`src/rtl/cpu_pkg.sv`:
```
// Shared CPU front-end types and constants used by fetch, the instruction buffer and decode.
package cpu_pkg;

  localparam int unsigned XLEN = 64;
  localparam int unsigned ILEN = 32;

  // addi x0, x0, 0
  localparam logic [ILEN-1:0] NOP_INSTR = 32'h0000_0013;

  typedef struct packed {
    logic [XLEN-1:0] pc;
    logic [ILEN-1:0] instr;
  } ibuf_entry_t;

endpackage

```
`src/rtl/instr_buffer_if.sv`:
```
// Fetch-side and decode-side valid/ready handshake bundle of the instruction buffer.
interface instr_buffer_if;
  import cpu_pkg::*;

  logic            fetch_i_valid;
  logic [XLEN-1:0] fetch_i_pc;
  logic [ILEN-1:0] fetch_i_instr;
  logic            ibuf_o_ready;
  logic            decode_i_ready;
  logic            ibuf_o_valid;
  logic [XLEN-1:0] ibuf_o_pc;
  logic [ILEN-1:0] ibuf_o_instr;

  modport master (
    output fetch_i_valid, fetch_i_pc, fetch_i_instr, decode_i_ready,
    input  ibuf_o_ready, ibuf_o_valid, ibuf_o_pc, ibuf_o_instr
  );

  modport slave (
    input  fetch_i_valid, fetch_i_pc, fetch_i_instr, decode_i_ready,
    output ibuf_o_ready, ibuf_o_valid, ibuf_o_pc, ibuf_o_instr
  );

endinterface

```
`src/rtl/instr_buffer_ptr.sv`:
```
// Circular-buffer pointer with a wrap bit above the index bits; clear wins over increment.
module ibuf_ptr #(
  parameter int unsigned DEPTH = 4
) (
  input  logic                   clk,
  input  logic                   rst,
  input  logic                   i_inc,
  input  logic                   i_clr,
  output logic [$clog2(DEPTH):0] o_ptr
);

  localparam int unsigned PW = $clog2(DEPTH) + 1;

  logic [PW-1:0] r_ptr;
  logic [PW-1:0] w_ptr_next;

  // DEPTH is a power of two, so plain binary increment rolls the index and toggles the wrap bit.
  always_comb begin
    w_ptr_next = r_ptr;
    if (i_clr) begin
      w_ptr_next = '0;
    end else if (i_inc) begin
      w_ptr_next = r_ptr + PW'(1);
    end
  end

  always_ff @(posedge clk or posedge rst) begin
    if (rst) begin
      r_ptr <= '0;
    end else begin
      r_ptr <= w_ptr_next;
    end
  end

  assign o_ptr = r_ptr;

endmodule

```
`src/rtl/instr_buffer.sv`:
```
// Fetch-to-decode instruction queue: DEPTH-entry circular buffer of {pc, instr} with flush.
module instr_buffer
  import cpu_pkg::*;
#(
  parameter int unsigned DEPTH = 4
) (
  input  logic                   clk,
  input  logic                   rst,
  instr_buffer_if.slave          bus,
  input  logic                   flush_i,
  output logic [$clog2(DEPTH):0] ibuf_o_count,
  output logic                   ibuf_o_full,
  output logic                   ibuf_o_empty
);

  localparam int unsigned AW = $clog2(DEPTH);
  localparam int unsigned PW = AW + 1;

  ibuf_entry_t   r_mem [DEPTH];
  logic [PW-1:0] w_wr_ptr;
  logic [PW-1:0] w_rd_ptr;
  logic          w_empty;
  logic          w_full;
  logic          w_push;
  logic          w_pop;
  logic          w_wr_en;
  ibuf_entry_t   w_head;

  assign w_empty = (w_wr_ptr == w_rd_ptr);
  assign w_full  = (w_wr_ptr[AW-1:0] == w_rd_ptr[AW-1:0]) && (w_wr_ptr[AW] != w_rd_ptr[AW]);

  // Ready comes from registered state only, so a full buffer refuses a push even if decode pops.
  assign bus.ibuf_o_ready = ~rst & ~w_full;
  assign w_push           = bus.fetch_i_valid & bus.ibuf_o_ready;
  assign w_pop            = ~w_empty & bus.decode_i_ready;
  assign w_wr_en          = w_push & ~flush_i;

  ibuf_ptr #(
    .DEPTH (DEPTH)
  ) u_wr_ptr (
    .clk   (clk),
    .rst   (rst),
    .i_inc (w_push),
    .i_clr (flush_i),
    .o_ptr (w_wr_ptr)
  );

  ibuf_ptr #(
    .DEPTH (DEPTH)
  ) u_rd_ptr (
    .clk   (clk),
    .rst   (rst),
    .i_inc (w_pop),
    .i_clr (flush_i),
    .o_ptr (w_rd_ptr)
  );

  // Storage is deliberately unreset; validity is carried entirely by the pointers.
  always_ff @(posedge clk) begin
    if (w_wr_en) begin
      r_mem[w_wr_ptr[AW-1:0]] <= '{pc: bus.fetch_i_pc, instr: bus.fetch_i_instr};
    end
  end

  always_comb begin
    w_head           = r_mem[w_rd_ptr[AW-1:0]];
    bus.ibuf_o_valid = ~w_empty;
    bus.ibuf_o_pc    = w_empty ? '0 : w_head.pc;
    bus.ibuf_o_instr = w_empty ? NOP_INSTR : w_head.instr;
  end

  assign ibuf_o_count = w_wr_ptr - w_rd_ptr;
  assign ibuf_o_full  = w_full;
  assign ibuf_o_empty = w_empty;

endmodule

```
`src/flat_wrapper.sv`:
```
// flat-port wrapper written by rule: the top's interface ports become plain ports
module instr_buffer_flat import cpu_pkg::*;
#(
  parameter int unsigned DEPTH = 4
)
  (clk, rst, flush_i, ibuf_o_count, ibuf_o_full, ibuf_o_empty, bus_fetch_i_valid, bus_fetch_i_pc, bus_fetch_i_instr, bus_decode_i_ready, bus_ibuf_o_ready, bus_ibuf_o_valid, bus_ibuf_o_pc, bus_ibuf_o_instr);
  instr_buffer_if bus_i ();
  input  logic clk;
  input  logic rst;
  input  logic flush_i;
  output logic [$clog2(DEPTH):0] ibuf_o_count;
  output logic ibuf_o_full;
  output logic ibuf_o_empty;
  input wire logic [$bits(bus_i.fetch_i_valid)-1:0] bus_fetch_i_valid;
  input wire logic [$bits(bus_i.fetch_i_pc)-1:0] bus_fetch_i_pc;
  input wire logic [$bits(bus_i.fetch_i_instr)-1:0] bus_fetch_i_instr;
  input wire logic [$bits(bus_i.decode_i_ready)-1:0] bus_decode_i_ready;
  output wire logic [$bits(bus_i.ibuf_o_ready)-1:0] bus_ibuf_o_ready;
  output wire logic [$bits(bus_i.ibuf_o_valid)-1:0] bus_ibuf_o_valid;
  output wire logic [$bits(bus_i.ibuf_o_pc)-1:0] bus_ibuf_o_pc;
  output wire logic [$bits(bus_i.ibuf_o_instr)-1:0] bus_ibuf_o_instr;
  assign bus_i.fetch_i_valid = bus_fetch_i_valid;
  assign bus_i.fetch_i_pc = bus_fetch_i_pc;
  assign bus_i.fetch_i_instr = bus_fetch_i_instr;
  assign bus_i.decode_i_ready = bus_decode_i_ready;
  assign bus_ibuf_o_ready = bus_i.ibuf_o_ready;
  assign bus_ibuf_o_valid = bus_i.ibuf_o_valid;
  assign bus_ibuf_o_pc = bus_i.ibuf_o_pc;
  assign bus_ibuf_o_instr = bus_i.ibuf_o_instr;
  instr_buffer #(.DEPTH(DEPTH)) u_core (.clk(clk), .rst(rst), .bus(bus_i), .flush_i(flush_i), .ibuf_o_count(ibuf_o_count), .ibuf_o_full(ibuf_o_full), .ibuf_o_empty(ibuf_o_empty));
endmodule
```
`config.mk`:
```
export PLATFORM = sky130hd
export DESIGN_NAME = instr_buffer_flat
export DESIGN_NICKNAME = d
export VERILOG_FILES = /design/src/rtl/cpu_pkg.sv /design/src/rtl/instr_buffer_if.sv /design/src/rtl/instr_buffer_ptr.sv /design/src/rtl/instr_buffer.sv /design/src/flat_wrapper.sv
export SDC_FILE = /design/constraint.sdc
export NUM_CORES = 1
export LEC_CHECK = 0
export BUFFER_PORTS_ARGS = -buffer_cell sky130_fd_sc_hd__buf_2
export CAP_MARGIN = 20
export CORE_ASPECT_RATIO = 1.5
export CORE_UTILIZATION = 35
export CTS_BUF_LIST = sky130_fd_sc_hd__clkbuf_4 sky130_fd_sc_hd__clkbuf_8 sky130_fd_sc_hd__clkbuf_16
export DETAILED_ROUTE_END_ITERATION = 10
export PLACE_DENSITY = 0.6
export SYNTH_ARGS = -nofsm -noshare
export SYNTH_HDL_FRONTEND = slang
export SYNTH_HIERARCHICAL = 1
export SYNTH_SLANG_ARGS = --single-unit
```
`constraint.sdc`:
```
create_clock -name clk -period 24.8 [get_ports clk]
set_input_delay 0 -clock clk [delete_from_list [all_inputs] [get_ports clk]]
set_output_delay 0 -clock clk [all_outputs]
set_load 0.1 [all_outputs]
```
==> out/qor.log, run 1 <==
[run_status] run status complete, no violations
[sta] worst slew margin relative to its limit 0.264
[worst_setup_path] category of the worst setup path capture point register
[clock_network] clock transition time at the flip-flop clock pins of the worst setup and hold paths 0.06 ns
[synth] synthesized net count 777
[route] Via density 4.82
[pwr] relative contribution of sequential cells to total power 0.409
[synth] share of synthesized area occupied by flip-flops and latches 0.771
[die] die height 257 um
[synth] Yosys warning total 6
[route] detailed-route wire length per cell 21.2 um
[clock_network] clock root buffer clkbuf_16
[global_route] global routing usage on met3 0.0215
[cells_and_area] post-route cell area 0.0192 sq mm
[die] I/O pins 204
[global_route] total gr overflow 0
[global_route] number of global-route vias before repair 8360
[route] violation count after the first detailed-routing iteration 459
[cells_and_area] count of inserted antenna diode cells 0
[die] number of standard-cell rows in the floorplan 93
[worst_setup_path] category of the critical setup timing path register to register
[sta] final clock skew 0.0194 ns
[sta] setup-violating endpoint count in the final report 0
[route] total via count in the routed design 7653
[synth] register bit total from synthesis 390
[worst_hold_path] count of cells along the worst hold path 4
[worst_setup_path] arrival time of data at the critical path endpoint 4.20 ns
[clock_network] number of sinks driven by the clock tree 390
[worst_hold_path] worst min-delay path category input pin to register
[worst_setup_path] Worst EP required 25.27 ns
[die] DIE WIDTH 172 um
[route] number of antenna-violating nets in the routed design 0
[die] placeable core area 0.0428 sq mm
[pwr] portion of total power attributed to combinational logic 0.259
[sta] Tmin final 3.73 ns
[sta] achievable clock frequency 0.268 GHz
[global_route] total global routing track utilization 0.156
[pwr] peak ir drop on the vdd network 0.0708 mV
[sta] worst setup margin 21.07 ns
[worst_setup_path] biggest fanout along the worst timing path 85
[global_route] maximum number of pins on one net before global-route repair 86
[pwr] part of the total power dissipated in the clock network 0.332
[worst_setup_path] worst reg2reg path depth 7
[cells_and_area] number of nets at the end of the flow 1094
[global_route] wire length of the first global-routing pass 50.6 mm
[sta] number of failing hold endpoints at the final stage 0
[synth] top flip-flop cell by instance count after synthesis edfxtp_1
[pwr] Static Leak 0.00651 uW
[synth] Post-Synthesis Mean Instance Area 22.6 sq um
[clock_network] clock buffers created by TritonCTS 40
[worst_setup_path] element type at the critical path start register
[pwr] Pwr per Cell Area 95.1 mW/mm^2
[clock_network] H-tree depth reported by CTS 2
[clock_network] Max clock buf depth 3
[route] Detailed Routing Iterations Pass 1 4
[global_route] met2 GRT Util 0.298
[sta] Final Max Tran Viols 0
[pwr] internal power contribution 1200 uW
[synth] synth unique cells 27
[clock_network] post-cts sizing count 0
[pwr] power after layout 1820 uW
[placed_design] HPWL after DPL 20.5 mm
[pwr] switching pwr 625 uW
[placed_design] Cell Area, Placed 0.0168 sq mm
[route] total detailed-routing wirelength 33.6 mm
[synth] cell area after synthesis 0.0152 sq mm
[placed_design] Buffers on Ports 203
[route] number of remaining DRC errors 0
[synth] fraction of registers with async set/reset 0.0154
[sta] RSZ-0062 raised after global routing no
[run] Maximum Capacitance Violations 0
[global_route] initial antenna violation count 1
[clock_network] later-pin clock latency in the skew report 0.54 ns
[cells_and_area] fraction of layout cells with a size suffix above 1 0.381
[pwr] net switching fraction of the power 0.343
[sta] post-route setup TNS 0 ns
[placed_design] final weighted congestion of routability-driven global placement 0.701
[global_route] met1 capacity usage during global routing 0.173
[die] initial core utilization 0.354
[synth] post-synthesis cell count 671
[sta] transition time at the pin with the least slew margin 1.10 ns
[clock_network] clock tree from TritonCTS yes
[synth] number of enable-type register cells in the synthesized netlist 384
[cells_and_area] Area growth, synth to finish 26.6%
[sta] fraction of the cycle the final worst path needs 0.150
[placed_design] pre-CTS WS 21.45 ns
[global_route] Top Usage Layer GRT met2
[die] die area 0.0441 sq mm
[critical path, stage by stage, from the launching register on]
cell,delay [ns]
dfrtp_4,1.00
ha_1,0.25
and2_4,0.36
buf_4,0.70
a21boi_0,0.40
a21bo_1,0.27
a21oi_1,0.12
dlygate4sd3_1,0.55
[worst paths after layout]
path / startpoint / endpoint / slack (ns)
setup / recovery: u_core/u_rd_ptr/o_ptr[0]$_DFFE_PP0P_ / u_core/u_rd_ptr/o_ptr[2]$_DFFE_PP0P_ / 21.07
hold / removal: bus_decode_i_ready / u_core/u_rd_ptr/o_ptr[0]$_DFFE_PP0P_ / 0.03
setup reg to reg: u_core/u_rd_ptr/o_ptr[0]$_DFFE_PP0P_ / u_core/u_rd_ptr/o_ptr[2]$_DFFE_PP0P_ / 21.07
hold reg to reg: u_core/u_wr_ptr/o_ptr[2]$_DFFE_PP0P_ / u_core/u_wr_ptr/o_ptr[2]$_DFFE_PP0P_ / 0.68
max in group asynchronous: rst / u_core/u_rd_ptr/o_ptr[1]$_DFFE_PP0P_ / 24.60
min in group asynchronous: rst / u_core/u_rd_ptr/o_ptr[0]$_DFFE_PP0P_ / 0.05
[logic make-up after synthesis]
logic type / after synthesis / synth area share
AND/OR/NAND/NOR: 14 / 0.00619
adder cells (fa/ha/maj): 5 / 0.00462
AO/OA/AOI/OAI: 107 / 0.0528
multiplexers: 98 / 0.144
XOR/XNOR: 5 / 0.00289
buffers and inverters: 52 / 0.0186
flip-flops: 390 / 0.771
[metal layers]
layer | share of wire | vias up
met5 | 0 | -
met1 | 0.38 | 4000
li1 | - | 3443
met3 | 0.030 | 53
met4 | 0.026 | 0
met2 | 0.57 | 157
[Yosys cell counts (5+ instances only)]
cell      count  share of area
edfxtp_1    384           0.76
mux4_2       96           0.14
a21boi_0     90          0.045
clkbuf_1     21         0.0052
buf_2        12         0.0040
inv_1         8         0.0020
dfrtp_1       6         0.0099
a211oi_1      5         0.0025
buf_4         5         0.0025
[cell usage in the layout (no fill, tap or decap), types with 5 or more instances in the layout]
cell           instances
a21boi_0              90
buf_2                203
buf_4                 14
bufinv_16              5
clkbuf_16             41
clkbuf_4               6
clkinv_1               9
clkinv_2               6
dlygate4sd3_1        100
edfxtp_1             384
inv_1                  8
mux4_2                96
[state kept, by name, indices dropped and copies added, names as in the netlist]
register,cells
u_core/u_wr_ptr/o_ptr,3
u_core/u_rd_ptr/o_ptr,3
u_core/r_mem,384
[area by class of cell]
cell class              count  area [sq um]
flip-flops and latches    390         11700
clock buffers              47          1070
well taps                 570           713
repair buffers            319          2160
multi-input cells         229          3250
inverters                   8          30.0
fillers                  3774         23600
clock inverters            26           264
[power groups by stage]
stage	clock network [uW]	registers, uW	logic (uW)
2_1_floorplan	0	752	393
3_3_place_gp	0	760	464
3_5_place_dp	0	761	466
4_1_cts	623	747	480
5_1_grt	646	748	492
6_report	606	746	473
[stage by stage]
step	utilization	instances	hold slack (ns)
floorplan	-	671	-0.246
global placement	0.392	1414	0.0406
detailed placement	0.393	1415	0.0365
CTS	0.447	1588	0.0145
global route	0.448	1589	0.0546
finish	0.448	1589	0.0299
[timing repair]
| action | 4_1_cts | 5_1_grt |
|---|---|---|
| hold buffers | 100 | 0 |
| endpoints found under the setup margin | 0 | 0 |
| endpoints found under the hold margin | 396 | 0 |
| setup buffers | 0 | 0 |
No activity file was read; power rests on OpenSTA's default activity.
==> inputs of run 2 (changes only) <==
--- a/config.mk
+++ b/config.mk
@@ -5,6 +5,7 @@
 export SDC_FILE = /design/constraint.sdc
 export NUM_CORES = 1
 export LEC_CHECK = 0
+export ABC_AREA = 1
 export BUFFER_PORTS_ARGS = -buffer_cell sky130_fd_sc_hd__buf_2
 export CAP_MARGIN = 20
 export CORE_ASPECT_RATIO = 1.5
==> constraint.sdc (replaced) <==
create_clock -name clk -period 3.8 [get_ports clk]
set_input_delay 0 -clock clk [delete_from_list [all_inputs] [get_ports clk]]
set_output_delay 0 -clock clk [all_outputs]
set_load 0.1 [all_outputs]
==> run 2 against run 1 <==
Against the previous run:
- clock power grew to 5.9 times the previous value
- critical path depth is the same
- worst hold slack gained 0.056 ns
- global-route usage grew 1.3 points
- register-to-register slack lost 20 ns
- cell area shrank 0.23%
- worst setup slack lost 21 ns
- first-iteration DRC count grew 32%
- die area grew 1.0%
- via count grew 31%
- utilization shrank 0.35 points
- critical endpoint is now bus_ibuf_o_instr[1]
==> out/qor.log, run 2 <==
[global_route] total global routing track utilization 0.170 [+0.0134]
[sta] final clock skew 0.0106 ns [-0.00879 ns]
[route] number of remaining DRC errors 0 [unchanged]
[global_route] total gr overflow 0 [unchanged]
[die] number of standard-cell rows in the floorplan 93 [unchanged]
[sta] Tmin final 3.30 ns
[cells_and_area] number of nets at the end of the flow 1599 [+46%]
[synth] Yosys warning total 6 [unchanged]
[cells_and_area] most frequent cells in the layout nor2_1 (384), edfxtp_1 (384), buf_2 (203)
[worst_hold_path] Worst Min Path Start bus_fetch_i_valid
[run] Maximum Capacitance Violations 0 [unchanged]
[synth] share of synthesized area occupied by flip-flops and latches 0.763 [-0.00788]
[clock_network] clock root buffer clkbuf_16
[synth] leading post-synthesis cells by cell area edfxtp_1 (75%), nor2_1 (9.5%), o21ai_0 (5.4%), a21oi_1 (3.3%), dfrtp_1 (0.98%)
[die] die area 0.0446 sq mm [+1.0%]
[synth] dominant cell by count in the synthesized netlist nor2_1
[clock_network] later-pin clock latency in the skew report 0.53 ns [about the same]
[worst_setup_path] category of the critical setup timing path register to output port
[worst_hold_path] Worst Hold Path EP u_core/u_wr_ptr/o_ptr[1]$_DFFE_PP0P_
[sta] number of failing hold endpoints at the final stage 0 [unchanged]
[clock_network] clock buffers created by TritonCTS 38 [-5.0%]
[worst_setup_path] biggest fanout along the worst timing path 55 [-35%]
[worst_setup_path] Worst EP required 3.80 ns [-21.47 ns]
[synth] top flip-flop cell by instance count after synthesis edfxtp_1
[die] initial core utilization 0.356 [+0.00172]
[route] Via density 4.81 [-0.20%]
[run_status] run status complete, no violations
[pwr] Pwr per Cell Area 681 mW/mm^2 [+620%]
[synth] Post-Synthesis Mean Instance Area 12.7 sq um [-44%]
[cells_and_area] final cell count without fillers 2092 [+32%]
[worst_setup_path] element type at the critical path start register
[route] total via count in the routed design 10055 [+31%]
[worst_setup_path] worst reg-to-reg setup slack 0.66 ns [-20.41 ns]
[cells_and_area] flip-flop count of the largest register, all copies and words added 384 [unchanged]
[route] total detailed-routing wirelength 38.4 mm [+14%]
[clock_network] Max clock buf depth 3 [unchanged]
[global_route] initial antenna violation count 2 [+1]
[route] Detailed Routing Iterations Pass 1 5 [+1]
[synth] cell area after synthesis 0.0153 sq mm [+1.0%]
[global_route] maximum number of pins on one net before global-route repair 196 [+130%]
[clock_network] post-cts sizing count 0 [unchanged]
[global_route] number of global-route vias before repair 10132 [+21%]
[clock_network] clock transition time at the flip-flop clock pins of the worst setup and hold paths 0.06 ns [about the same]
[die] I/O pins 204 [unchanged]
[worst_setup_path] category of the worst setup path capture point output port
[placed_design] HPWL after DPL 21.8 mm [+6.5%]
[clock_network] post-cts hold buffer count 101 [+1.0%]
[sta] RSZ-0062 raised after global routing no
[clock_network] H-tree depth reported by CTS 2 [unchanged]
[route] number of antenna-violating nets in the routed design 0 [unchanged]
[synth] number of enable-type register cells in the synthesized netlist 384 [unchanged]
[synth] cell types with the highest counts after synthesis nor2_1 (388), edfxtp_1 (384), o21ai_0 (166), a21oi_1 (101), clkbuf_1 (28)
[sta] achievable clock frequency 0.303 GHz
[clock_network] buffers inserted by post-CTS timing repair 0 [unchanged]
[sta] fraction of the cycle the final worst path needs 0.868
[sta] setup-violating endpoint count in the final report 0 [unchanged]
[die] die height 258 um [+0.51%]
[pwr] Static Leak 0.00690 uW [+6.0%]
[worst_setup_path] terminus of the critical flop-to-flop path u_core/r_mem[1][17]$_DFFE_PP_
[global_route] wire length of the first global-routing pass 57.9 mm [+15%]
[synth] fraction of registers with async set/reset 0.0154 [unchanged]
[sta] transition time at the pin with the least slew margin 0.928 ns [-0.176 ns]
[sta] worst slew margin relative to its limit 0.382 [+0.117]
[clock_network] clock tree from TritonCTS yes
[worst_setup_path] worst reg2reg path depth 8 [+1]
[cells_and_area] core utilization of the finished layout 0.444 [-0.00347]
[route] detailed-route wire length per cell 18.3 um [-13%]
[route] violation count after the first detailed-routing iteration 606 [+32%]
[synth] cell type with the largest total area after synthesis edfxtp_1
[synth] post-synthesis cell count 1201 [+79%]
[worst_setup_path] arrival time of data at the critical path endpoint 3.30 ns [-0.90 ns]
[cells_and_area] fraction of layout cells with a size suffix above 1 0.191 [-0.190]
[sta] Final Max Tran Viols 0 [unchanged]
[synth] Yosys top cell area share 0.753 [-0.00777]
[synth] register bit total from synthesis 390 [unchanged]
[synth] synth unique cells 21 [-22%]
[placed_design] final weighted congestion of routability-driven global placement 0.746 [+6.4%]
[die] DIE WIDTH 173 um [+0.51%]
[worst_hold_path] count of cells along the worst hold path 5 [+1]
[placed_design] Buffers on Ports 203 [unchanged]
[synth] synthesized net count 1307 [+68%]
[die] placeable core area 0.0431 sq mm [+0.54%]
[worst_hold_path] worst min-delay path category input pin to register
[placed_design] Inst Count DP 1922 [+36%]
[pwr] peak ir drop on the vdd network 0.461 mV [+550%]
[clock_network] number of sinks driven by the clock tree 390 [unchanged]
[cells_and_area] Area growth, synth to finish 25.0%
[worst_setup_path] beginning of the worst register-to-register path u_core/u_rd_ptr/o_ptr[1]$_DFFE_PP0P_
[run 2: cell types whose count changed in the layout (fill, tap and decap cells not counted), sizes merged, moves of 4 or more]
| cell | before | now |
|---|---|---|
| a211oi | 5 | 0 |
| a21boi | 94 | 0 |
| a21oi | 3 | 101 |
| buf | 219 | 224 |
| bufinv | 5 | 1 |
| inv | 11 | 20 |
| mux4 | 96 | 0 |
| nand2 | 1 | 27 |
| nor2 | 4 | 388 |
| o21ai | 0 | 191 |
[run 2: report_power, final]
group / switching, uW / internal (uW) / leakage [uW]
registers: 48.5 / 4790 / 0.00355
logic: 3900 / 717 / 0.00277
clock network: 1510 / 2080 / 0.000589
total: 5450 / 7590 / 0.00690
[run 2: cell families after synthesis]
family / share of synthesized area
AO/OA/AOI/OAI: 0.0955
XOR/XNOR: 0.000572
adder cells (fa/ha/maj): 0.00458
buffers and inverters: 0.0327
flip-flops: 0.763
AND/OR/NAND/NOR: 0.104
[run 2: final cells by class]
cell class | instances | area, sq um
flip-flops and latches | 390 | 11700
multi-input cells | 718 | 3160
inverters | 20 | 82.6
repair buffers | 325 | 2300
fillers | 3960 | 23900
well taps | 570 | 713
clock buffers | 49 | 1090
diodes | 2 | 5.00
clock inverters | 18 | 106
[run 2: layer usage]
metal  up-vias  routed length, um  global-route usage
met3        65               1700              0.0252
met1      4879              15000               0.190
li1       4836                  -                   -
met4         0               1280              0.0708
met5         -                  0                   0
met2       275              20300               0.319
[run 2: how the worst max path moves through the flow]
| stage | start | to | depth (start not counted) |
|---|---|---|---|
| after floorplan | u_core/u_rd_ptr/o_ptr[1]$_DFFE_PP0P_ | u_core/r_mem[3][0]$_DFFE_PP_ | 9 |
| after global placement | u_core/u_rd_ptr/o_ptr[1]$_DFFE_PP0P_ | u_core/r_mem[1][17]$_DFFE_PP_ | 8 |
| after detailed placement | u_core/u_rd_ptr/o_ptr[1]$_DFFE_PP0P_ | u_core/r_mem[1][17]$_DFFE_PP_ | 8 |
| after CTS | u_core/u_rd_ptr/o_ptr[1]$_DFFE_PP0P_ | bus_ibuf_o_instr[1] | 7 |
| after global routing | u_core/u_rd_ptr/o_ptr[1]$_DFFE_PP0P_ | bus_ibuf_o_instr[28] | 7 |
| final | u_core/u_rd_ptr/o_ptr[1]$_DFFE_PP0P_ | bus_ibuf_o_instr[1] | 7 |
[run 2: worst max-delay path, stage by stage (launching register included)]
cell and delay, ns:
dfrtp_4 0.69, inv_4 0.11, buf_4 0.58, buf_4 0.62, nand2_1 0.11, a21oi_1 0.13
o21ai_0 0.17, buf_2 0.35
[run 2: metrics by stage]
| step | total power, uW | cell area, sq um | worst slack, ns | hold WS [ns] | TNS, ns |
|---|---|---|---|---|---|
| finish | 13000 | 19100 | 0.501 | 0.0855 | 0 |
| global route | 13500 | 19100 | 0.319 | 0.108 | 0 |
| CTS | 13200 | 19100 | 0.376 | 0.0610 | 0 |
| detailed placement | 9500 | 16900 | 0.630 | -0.0651 | 0 |
| global placement | 9470 | 16900 | 0.672 | -0.0714 | 0 |
| floorplan | 8640 | 15300 | -0.659 | -0.246 | -253.17 |
==> inputs of run 3 (changes only) <==
--- a/config.mk
+++ b/config.mk
@@ -9,10 +9,10 @@
 export BUFFER_PORTS_ARGS = -buffer_cell sky130_fd_sc_hd__buf_2
 export CAP_MARGIN = 20
 export CORE_ASPECT_RATIO = 1.5
-export CORE_UTILIZATION = 35
+export CORE_UTILIZATION = 57
 export CTS_BUF_LIST = sky130_fd_sc_hd__clkbuf_4 sky130_fd_sc_hd__clkbuf_8 sky130_fd_sc_hd__clkbuf_16
 export DETAILED_ROUTE_END_ITERATION = 10
-export PLACE_DENSITY = 0.6
+export PLACE_DENSITY = 0.86
 export SYNTH_ARGS = -nofsm -noshare
 export SYNTH_HDL_FRONTEND = slang
 export SYNTH_HIERARCHICAL = 1
==> constraint.sdc (replaced) <==
create_clock -name clk -period 3.8 [get_ports clk]
set_input_delay 0 -clock clk [delete_from_list [all_inputs] [get_ports clk]]
set_output_delay 0 -clock clk [all_outputs]
set_load 0.01 [all_outputs]
==> run 3 against run 2 <==
Against the previous run:
- first-iteration DRC count grew 64%
- die area fell by 38%
- routed wire length is 5.5% lower
- critical endpoint is now bus_ibuf_o_pc[4]
- highest routed layer unchanged
- cell area fell by 1.8%
- critical path depth up 1
==> out/qor.log, run 3 (synthesis results as in run 2) <==
[route] highest routed layer met4
[run] Maximum Capacitance Violations 0 [unchanged]
[worst_setup_path] worst reg2reg path depth 10 [+2]
[cells_and_area] count of fill cells added during filler insertion 1680 [-58%]
[clock_network] clock root buffer clkbuf_16
[worst_setup_path] category of the critical setup timing path register to output port
[global_route] total gr overflow 0 [unchanged]
[worst_setup_path] element type at the critical path start register
[sta] final clock skew 0.00962 ns [-0.000953 ns]
[pwr] power after layout 10600 uW [-19%]
[clock_network] number of sinks driven by the clock tree 390 [unchanged]
[pwr] Pwr per Cell Area 562 mW/mm^2 [-18%]
[worst_setup_path] biggest fanout along the worst timing path 71 [+29%]
[worst_setup_path] category of the worst setup path capture point output port
[die] DIE WIDTH 136 um [-21%]
[clock_network] buffers inserted by post-CTS timing repair 0 [unchanged]
[clock_network] clock buffers created by TritonCTS 35 [-7.9%]
[pwr] peak ir drop on the vdd network 0.451 mV [-2.4%]
[placed_design] HPWL after DPL 19.9 mm [-8.9%]
[worst_setup_path] arrival time of data at the critical path endpoint 3.18 ns [-0.12 ns]
[cells_and_area] final cell count without fillers 1852 [-11%]
[clock_network] clock transition time at the flip-flop clock pins of the worst setup and hold paths 0.06 ns [about the same]
[placed_design] Inst Count DP 1686 [-12%]
[sta] transition time at the pin with the least slew margin 1.15 ns [+0.226 ns]
[sta] Hold Worst Slack 0.0543 ns [-0.0312 ns]
[clock_network] H-tree depth reported by CTS 2 [unchanged]
[sta] achievable clock frequency 0.314 GHz [+3.7%]
[placed_design] Buffers on Ports 203 [unchanged]
[die] number of standard-cell rows in the floorplan 73 [-22%]
[die] initial core utilization 0.578 [+0.222]
[route] violation count after the first detailed-routing iteration 994 [+64%]
[sta] number of failing hold endpoints at the final stage 0 [unchanged]
[die] placeable core area 0.0265 sq mm [-38%]
[die] I/O pins 204 [unchanged]
[clock_network] later-pin clock latency in the skew report 0.52 ns [about the same]
[cells_and_area] area of the multi-input gates 0.00316 sq mm [unchanged]
[route] Routed met2 length 19.4 mm [-4.7%]
[clock_network] clock tree from TritonCTS yes
[route] WL met1 12.7 mm [-16%]
[route] total via count in the routed design 10489 [+4.3%]
[pwr] Static Leak 0.00688 uW [-0.26%]
[cells_and_area] flip-flop and latch area 0.0117 sq mm [unchanged]
[global_route] number of global-route vias before repair 10439 [+3.0%]
[cells_and_area] number of nets at the end of the flow 1594 [-0.31%]
[global_route] maximum number of pins on one net before global-route repair 102 [-48%]
[sta] Final Max Tran Viols 0 [unchanged]
[placed_design] final weighted congestion of routability-driven global placement 0.817 [+9.5%]
[worst_setup_path] Worst EP required 3.80 ns [about the same]
[sta] fraction of the cycle the final worst path needs 0.837 [-0.0310]
[route] amount of wire on met3 after detailed routing 2.68 mm [+58%]
[route] number of antenna-violating nets in the routed design 0 [unchanged]
[sta] Tmin final 3.18 ns [-0.118 ns]
[cells_and_area] core utilization of the finished layout 0.710 [+0.265]
[sta] setup-violating endpoint count in the final report 0 [unchanged]
[worst_hold_path] worst min-delay path category input pin to register
[cells_and_area] flip-flop count of the largest register, all copies and words added 384 [unchanged]
[clock_network] Max clock buf depth 3 [unchanged]
[sta] post-route setup TNS 0 ns [unchanged]
[cells_and_area] Area growth, synth to finish 22.8%
[cells_and_area] fraction of layout cells with a size suffix above 1 0.190 [-0.000565]
[global_route] initial antenna violation count 1 [-1]
[route] Via density 5.66 [+18%]
[die] die area 0.0275 sq mm [-38%]
[global_route] total global routing track utilization 0.267 [+0.0972]
[global_route] wire length of the first global-routing pass 55.2 mm [-4.7%]
[run_status] run status complete, no violations
[sta] RSZ-0062 raised after global routing no
[route] number of remaining DRC errors 0 [unchanged]
[die] die height 203 um [-21%]
[route] total detailed-routing wirelength 36.3 mm [-5.5%]
[sta] worst slew margin relative to its limit 0.231 [-0.150]
[route] Detailed Routing Iterations Pass 1 6 [+1]
[route] detailed-route wire length per cell 19.6 um [+6.8%]
[worst_hold_path] count of cells along the worst hold path 4 [-1]
[cells_and_area] most frequent cells in the layout nor2_1 (384), edfxtp_1 (384), buf_2 (203)
-- run 3: cell types whose count changed in the layout (fill, tap and decap cells not counted), sizes merged --
cell / delta
clkbuf: -11
bufinv: +4
clkinv: +4
buf: -2
diode: -1
inv: -1
-- run 3: metal layers --
layer | up-vias | track usage
li1 | 4820 | -
met1 | 5034 | 0.313
met2 | 545 | 0.475
met3 | 90 | 0.0365
met4 | 0 | 0.132
met5 | - | 0
-- run 3: what timing repair did --
item                                   CTS  global route
endpoints found under the hold margin  396             0
hold buffers                           101             0
gates resized for setup                  0             0
-- run 3: layout make-up --
cell class,instances,share of cell area
sequential,390,0.622
multi-input combinational,718,0.168
timing repair buffer,323,0.120
clock buffer,38,0.0497
tap,337,0.0224
clock inverter,25,0.0133
inverter,20,0.00426
antenna,1,0.000133
-- run 3: worst paths after layout --
kind / startpoint / endpoint / slack (ns)
setup / recovery: u_core/u_rd_ptr/o_ptr[0]$_DFFE_PP0P_ / bus_ibuf_o_pc[4] / 0.62
hold / removal: bus_fetch_i_valid / u_core/u_wr_ptr/o_ptr[0]$_DFFE_PP0P_ / 0.05
setup reg to reg: u_core/u_rd_ptr/o_ptr[0]$_DFFE_PP0P_ / u_core/u_rd_ptr/o_ptr[0]$_DFFE_PP0P_ / 0.71
hold reg to reg: u_core/u_wr_ptr/o_ptr[2]$_DFFE_PP0P_ / u_core/u_wr_ptr/o_ptr[2]$_DFFE_PP0P_ / 0.60
max in group asynchronous: rst / u_core/u_rd_ptr/o_ptr[0]$_DFFE_PP0P_ / 3.10
min in group asynchronous: rst / u_core/u_rd_ptr/o_ptr[1]$_DFFE_PP0P_ / 0.54
-- run 3: critical path, stage by stage, from the launching register on --
cell and delay [ns]:
dfrtp_4 0.64, ha_1 0.36, nand2_1 0.08, inv_1 0.06, nand2_2 0.12, clkinv_2 0.37, buf_12 0.34, a21oi_1 0.38
buf_2 0.20
-- run 3: where the power goes --
part           switching, uW  internal (uW)
Sequential              36.8           4790
Clock                   1500           2120
Combinational           1400            717
Total                   2930           7630
-- run 3: metrics by stage --
stage,worst slack [ns],area [sq um]
after floorplan,-0.659,15300
after global placement,0.848,16600
after detailed placement,0.812,16600
after CTS,0.733,18800
after global routing,0.541,18800
final,0.619,18800
